File: src/rtl/rs_pkg.sv
// rtl/rs_pkg.sv - shared helpers for the parameterised reservation station
package rs_pkg;

    // Helpers operate on fixed maximum widths; callers zero-extend and
    // truncate back to their own widths with size casts.
    localparam int RS_VEC_W = 32;
    localparam int RS_TAG_W = 16;

    // Isolates the lowest set bit (the lowest-index free slot).
    function automatic logic [RS_VEC_W-1:0] onehot_lowest(input logic [RS_VEC_W-1:0] vec);
        return vec & (~vec + RS_VEC_W'(1));
    endfunction

    function automatic logic tag_match(input logic [RS_TAG_W-1:0] a,
                                       input logic [RS_TAG_W-1:0] b);
        return a == b;
    endfunction

endpackage

File: src/rtl/rs_age_matrix.sv
// rtl/rs_age_matrix.sv - allocation-order age matrix with oldest-eligible grant
//
// age_q[r][c] = 1 means entry r is older than entry c.
// Ports: clk, rst_i (sync, active-high), clr_i (flush), alloc_i/free_i (one-hot),
//        elig_i (eligible vector), grant_o (one-hot oldest eligible).
module rs_age_matrix #(
    parameter int DEPTH = 4
) (
    input  logic             clk,
    input  logic             rst_i,
    input  logic             clr_i,
    input  logic [DEPTH-1:0] alloc_i,
    input  logic [DEPTH-1:0] free_i,
    input  logic [DEPTH-1:0] elig_i,
    output logic [DEPTH-1:0] grant_o
);

    logic [DEPTH-1:0] age_q [DEPTH];
    logic [DEPTH-1:0] age_d [DEPTH];

    always_comb begin
        for (int r = 0; r < DEPTH; r++) begin
            age_d[r] = age_q[r];
            // A new entry is older than nobody; a freed entry's row is stale.
            if (alloc_i[r] || free_i[r]) age_d[r] = '0;
        end
        // Every other entry is older than the one being written.
        for (int r = 0; r < DEPTH; r++) begin
            for (int c = 0; c < DEPTH; c++) begin
                if (alloc_i[c] && r != c) age_d[r][c] = 1'b1;
            end
        end
        // Grant an eligible entry that no other eligible entry is older than.
        for (int i = 0; i < DEPTH; i++) begin
            grant_o[i] = elig_i[i];
            for (int j = 0; j < DEPTH; j++) begin
                if (j != i && elig_i[j] && age_q[j][i]) grant_o[i] = 1'b0;
            end
        end
    end

    always_ff @(posedge clk) begin
        for (int r = 0; r < DEPTH; r++) begin
            if (rst_i || clr_i) age_q[r] <= '0;
            else                age_q[r] <= age_d[r];
        end
    end

endmodule

File: src/rtl/param_reservation_station.sv
// rtl/param_reservation_station.sv - N-entry reservation station with CDB wakeup and age-ordered issue
//
// Ports: clk/globalReset (sync, active-high); rename side writeReq, instrRob, control,
//        value1/2, ready1/2, rob1/2 with full, freeCount, busy; CDB snoop cdbValid,
//        cdbRob, cdbResult (packed per port); FU side fuReady, issueValid, issueRob,
//        issueCtrl, src1, src2; clear flushes all entries.
module param_reservation_station
    import rs_pkg::*;
#(
    parameter int WIDTH     = 31,
    parameter int ROB       = 2,
    parameter int CTRL      = 7,
    parameter int DEPTH     = 4,
    parameter int CDB_PORTS = 1
) (
    input  logic                           clk,
    input  logic                           globalReset,
    input  logic                           writeReq,
    input  logic [ROB:0]                   instrRob,
    input  logic [CTRL:0]                  control,
    input  logic [WIDTH:0]                 value1,
    input  logic [WIDTH:0]                 value2,
    input  logic                           ready1,
    input  logic                           ready2,
    input  logic [ROB:0]                   rob1,
    input  logic [ROB:0]                   rob2,
    output logic                           full,
    output logic [$clog2(DEPTH+1)-1:0]     freeCount,
    output logic [DEPTH-1:0]               busy,
    input  logic [CDB_PORTS-1:0]           cdbValid,
    input  logic [CDB_PORTS*(ROB+1)-1:0]   cdbRob,
    input  logic [CDB_PORTS*(WIDTH+1)-1:0] cdbResult,
    input  logic                           fuReady,
    output logic                           issueValid,
    output logic [ROB:0]                   issueRob,
    output logic [CTRL:0]                  issueCtrl,
    output logic [WIDTH:0]                 src1,
    output logic [WIDTH:0]                 src2,
    input  logic                           clear
);

    localparam int CW = $clog2(DEPTH+1);

    typedef struct packed {
        logic           valid;
        logic           rdy1;
        logic           rdy2;
        logic [ROB:0]   tag1;
        logic [ROB:0]   tag2;
        logic [WIDTH:0] val1;
        logic [WIDTH:0] val2;
        logic [ROB:0]   rob;
        logic [CTRL:0]  ctrl;
    } rs_entry_t;

    rs_entry_t        ent_q [DEPTH];
    rs_entry_t        ent_d [DEPTH];
    rs_entry_t        new_ent;
    logic [CW-1:0]    free_cnt_q, free_cnt_d;
    logic [DEPTH-1:0] valid_vec, elig, grant, alloc_oh, free_oh;
    logic             alloc_en, fire;
    logic [ROB:0]     cdb_tag [CDB_PORTS];
    logic [WIDTH:0]   cdb_val [CDB_PORTS];
    logic [WIDTH+1:0] s1, s2, nb1, nb2;

    for (genvar p = 0; p < CDB_PORTS; p++) begin : g_cdb
        assign cdb_tag[p] = cdbRob[p*(ROB+1) +: ROB+1];
        assign cdb_val[p] = cdbResult[p*(WIDTH+1) +: WIDTH+1];
    end

    for (genvar i = 0; i < DEPTH; i++) begin : g_vec
        assign valid_vec[i] = ent_q[i].valid;
        assign elig[i]      = ent_q[i].valid && ent_q[i].rdy1 && ent_q[i].rdy2;
    end

    // Returns {hit, value}; scanning high to low lets the lowest port win.
    function automatic logic [WIDTH+1:0] snoop(input logic [ROB:0] tag);
        logic [WIDTH+1:0] r;
        r = '0;
        for (int p = CDB_PORTS-1; p >= 0; p--) begin
            if (cdbValid[p] && tag_match(RS_TAG_W'(tag), RS_TAG_W'(cdb_tag[p])))
                r = {1'b1, cdb_val[p]};
        end
        return r;
    endfunction

    assign busy       = valid_vec;
    assign full       = &valid_vec;
    assign freeCount  = free_cnt_q;
    assign issueValid = (|elig) && !clear;
    assign fire       = issueValid && fuReady;
    assign free_oh    = fire ? grant : '0;
    assign alloc_en   = writeReq && !full && !clear;
    assign alloc_oh   = alloc_en ? DEPTH'(onehot_lowest(RS_VEC_W'(~valid_vec))) : '0;

    rs_age_matrix #(.DEPTH(DEPTH)) u_age (
        .clk     (clk),
        .rst_i   (globalReset),
        .clr_i   (clear),
        .alloc_i (alloc_oh),
        .free_i  (free_oh),
        .elig_i  (elig),
        .grant_o (grant)
    );

    always_comb begin
        // Incoming op: operands broadcast in the write cycle are captured now.
        nb1 = snoop(rob1);
        nb2 = snoop(rob2);
        new_ent       = '0;
        new_ent.valid = 1'b1;
        new_ent.rdy1  = ready1 || nb1[WIDTH+1];
        new_ent.rdy2  = ready2 || nb2[WIDTH+1];
        new_ent.tag1  = rob1;
        new_ent.tag2  = rob2;
        new_ent.val1  = ready1 ? value1 : nb1[WIDTH:0];
        new_ent.val2  = ready2 ? value2 : nb2[WIDTH:0];
        new_ent.rob   = instrRob;
        new_ent.ctrl  = control;
        s1 = '0;
        s2 = '0;
        for (int i = 0; i < DEPTH; i++) begin
            ent_d[i] = ent_q[i];
            s1 = snoop(ent_q[i].tag1);
            s2 = snoop(ent_q[i].tag2);
            if (!ent_q[i].rdy1 && s1[WIDTH+1]) begin
                ent_d[i].rdy1 = 1'b1;
                ent_d[i].val1 = s1[WIDTH:0];
            end
            if (!ent_q[i].rdy2 && s2[WIDTH+1]) begin
                ent_d[i].rdy2 = 1'b1;
                ent_d[i].val2 = s2[WIDTH:0];
            end
            if (free_oh[i])  ent_d[i].valid = 1'b0;
            if (alloc_oh[i]) ent_d[i] = new_ent;
            if (clear)       ent_d[i].valid = 1'b0;
        end
        free_cnt_d = clear ? CW'(DEPTH) : free_cnt_q - CW'(alloc_en) + CW'(fire);
    end

    always_comb begin
        issueRob  = '0;
        issueCtrl = '0;
        src1      = '0;
        src2      = '0;
        for (int i = 0; i < DEPTH; i++) begin
            if (issueValid && grant[i]) begin
                issueRob  |= ent_q[i].rob;
                issueCtrl |= ent_q[i].ctrl;
                src1      |= ent_q[i].val1;
                src2      |= ent_q[i].val2;
            end
        end
    end

    always_ff @(posedge clk) begin
        if (globalReset) begin
            for (int i = 0; i < DEPTH; i++) ent_q[i] <= '0;
            free_cnt_q <= CW'(DEPTH);
        end else begin
            for (int i = 0; i < DEPTH; i++) ent_q[i] <= ent_d[i];
            free_cnt_q <= free_cnt_d;
        end
    end

endmodule
File: config.mk
export PLATFORM = sky130hd
export DESIGN_NAME = param_reservation_station
export DESIGN_NICKNAME = d
export VERILOG_FILES = /design/src/rtl/rs_pkg.sv /design/src/rtl/rs_age_matrix.sv /design/src/rtl/param_reservation_station.sv
export SDC_FILE = /design/constraint.sdc
export NUM_CORES = 1
export LEC_CHECK = 0
export CAP_MARGIN = 20
export CORE_MARGIN = 3
export CORE_UTILIZATION = 25
export CTS_CLUSTER_SIZE = 25
export DETAILED_ROUTE_END_ITERATION = 12
export PLACE_DENSITY = 0.45
export SETUP_SLACK_MARGIN = 0.2
export SLEW_MARGIN = 20
export SYNTH_ARGS = -nofsm -noshare
export SYNTH_HDL_FRONTEND = slang
export SYNTH_SLANG_ARGS = --single-unit
export TNS_END_PERCENT = 30
File: constraint.sdc
create_clock -name clk -period 2.4 [get_ports clk]
set_input_delay 0.6 -clock clk [delete_from_list [all_inputs] [get_ports clk]]
set_output_delay 0.6 -clock clk [all_outputs]
set_load 0.03 [all_outputs]
==> reports/metrics.yaml <==
run_status:
  outcome: "complete, but fails checks"
  failed_checks: "negative setup slack"
power_and_ir_drop:
  seqPwrFrac_pct: 40.2
  p_leak_nw: 8.84
  p_int_mw: 10.9
  comb_power_share_pct: 13.1
  clkPwrFrac_pct: 46.7
  p_per_area_mw_per_mm2: 558
  swShare_pct: 27.7
  irDropWorstVdd_mv: 0.381
  power.switching_mw: 4.19
die:
  start_util_pct: 25.4
  die_area_mm2: 0.0808
  die_w_um: 284
  io_pins: 208
  fp.dieH_um: 284
  core_mm2: 0.0763
  rows: 101
logic_synthesis:
  syn-mean-instance-area_um2: 8.55
  synth_cells: 2265
  synth_edf_count: 0
  yosys_warnings: 0
  syn_area_mm2: 0.0194
  synth.top_cells.by_area: "dfxtp_1 (36%), o2111ai_1 (7.1%), o211ai_1 (6.6%)"
  ys_top_cells_by_count: "dfxtp_1 (351), clkbuf_1 (210), nand3_1 (204), o211ai_1 (169), nand2_1 (163)"
  synth_top_area_cell: "dfxtp_1"
  synth.distinct_cells: 59
  synth-seq-cells: 351
  yosysMostFrequentCell: "dfxtp_1"
  synth_top_area_share_pct: 36.3
  synthesis.nets: 2392
  seq_area_frac_synth_pct: 36.3
  synth-main-ff-cell: "dfxtp_1"
  synthArstFlopShare_pct: 0
timing:
  hold_viol: 0
  rsz0062_at_grt: "true"
  post-route-period-util_pct: 129
  worst_pin_slew_ns: 0.690
  worst_slack_ns: -0.702
  holdWs_ns: 0.441
  setup_viol: 78
  final_max_slew_viol_count: 0
  slew_headroom_pct: 54.0
  period_minus_slack_ns: 3.10
  finalClockSkew_ns: 0.0168
  max_freq_mhz: 322
clock_network:
  worstSkewPairLatency_ns: 0.58
  root_buffer: "clkbuf_16"
  htree_num_levels: 2
  cts_buffers: 46
  cts_buffer_depth: 3
  path_clk_slew_ns: 0.06
  cts_tree: "built"
  cts.sinks: 351
place:
  gp_congestion: 0.915
  dpl.hpwl_um: 66100
  dp.cells: 3459
  place_ws_ns: -0.325
  port_buffers: 207
cells_and_area:
  fillCellCount: 7739
  syn2layout_area_growth_pct: 40.2
  layoutNonFillerInstCount: 3563
  multi_input_area_mm2: 0.0112
  nNetsFinal: 2620
  drive_gt1_share_pct: 21.2
  regArea_mm2: 0.00706
drt:
  routed_wl_um: 105000
  drt_iter0_drc: 2689
  drc: 0
  wl_per_cell_um: 29.5
  vias: 21500
  postRouteAntennaNets: 0
  viasPerCell: 6.04
  firstDrtPassIters: 6
setup_path:
  crit_fanout: 6
  arrival_ns: 2.50
  reg2reg_depth: 14
  path_class: "reg -> out"
  end_kind: "output port"
  worstSetupStartpointType: "flop"
  worstPathRequired_ns: 1.80
flow_run:
  drv_cap: 0
worst_hold_path:
  hp-class: "in -> reg"
  hold_depth: 4
global_route:
  track_usage_pct: 24.4
  antenna_found_initial: 12
  grt_start_max_net_pins: 93
  grt_pass1_vias: 21400
  grt_overflow_total: 0
  grt_pass1_wl_um: 149000
==> final cells by class <==
cell class,instances,area share [%]
sequential,351,26.0
timing repair buffer,484,22.2
inverter,11,0.161
antenna,5,0.0461
clock buffer,65,4.95
clock inverter,18,0.655
multi-input combinational,1599,41.3
tap,1030,4.75
==> state kept, by name (all words and copies together) (netlist names) <==
name         flops
ent_q          336
freeCount        3
u_age.age_q     12
==> per-layer routing <==
layer	global-route usage [%]	wire [um]	part of all wire, %
met1	31.1	42100	40
met3	6.21	10200	9.8
met2	38.9	47600	45
met4	11.1	4880	4.6
met5	0	103	0.098
==> path summary, 6_finish.rpt <==
check | start | to | slack [ns]
worst max-delay path | ent_q[2][81] | src1[29] | -0.70
worst min-delay path | clear | freeCount[2] | 0.44
worst max register to register | ent_q[2][82] | freeCount[2] | -0.16
worst min register to register | ent_q[3][3] | ent_q[3][3] | 0.45
==> kinds of logic after synthesis <==
family / synth area share, %
flops: 36.3
buf+inv: 7.08
mux: 2.91
fa+ha+maj: 0.233
simple gates: 18.8
compound gates: 33.2
xor+xnor: 1.49
==> power groups by stage <==
stage / logic, mW / registers, mW / clock network (mW)
finish: 1.98 / 6.08 / 7.07
global route: 2.06 / 6.10 / 7.39
CTS: 1.94 / 6.08 / 7.16
detailed placement: 1.93 / 6.21 / 0
global placement: 1.92 / 6.20 / 0
floorplan: 0.898 / 6.18 / 0
==> stage by stage <==
step	setup TNS (ns)	cell area, um^2	power (mW)	utilization, %
final	-49.55	27100	15.1	35.6
after global routing	-54.60	27100	15.6	35.5
after CTS	-51.92	26900	15.2	35.2
after detailed placement	-73.26	25100	8.14	32.9
after global placement	-67.70	25100	8.12	32.9
after floorplan	0	19600	7.08	-
==> cell usage in the layout, fill, tap and decap left out, drive strengths merged, types with 13 or more instances in the layout <==
cell / count
a21oi: 116
a22oi: 56
nor2b: 54
nand2b: 30
o211ai: 169
a311oi: 33
clkdlybuf4s50: 119
buf: 351
o22ai: 53
xnor2: 20
nor3b: 77
a221oi: 28
mux2i: 53
o2111ai: 156
o21ai: 34
a221o: 75
nand2: 163
nand4: 19
dfxtp: 351
nand3: 204
a31oi: 16
a22o: 75
nor2: 57
clkbuf: 72
inv: 13
==> worst max-delay path: stages, from the launching register on <==
cell	delay, ns
dfxtp_4	0.35
and4_4	0.19
nor4b_4	0.38
and2b_4	0.30
buf_12	0.19
buf_12	0.13
a221o_2	0.22
buf_12	0.13
==> what timing repair did <==
action                     CTS  global route
hold buffers                 0             0
buffers inserted             6             1
setup endpoints to repair  113           100
cloned                       2             7
pin swaps                   39            41
resized for setup           47            20
(Power assumes the default switching activity.)
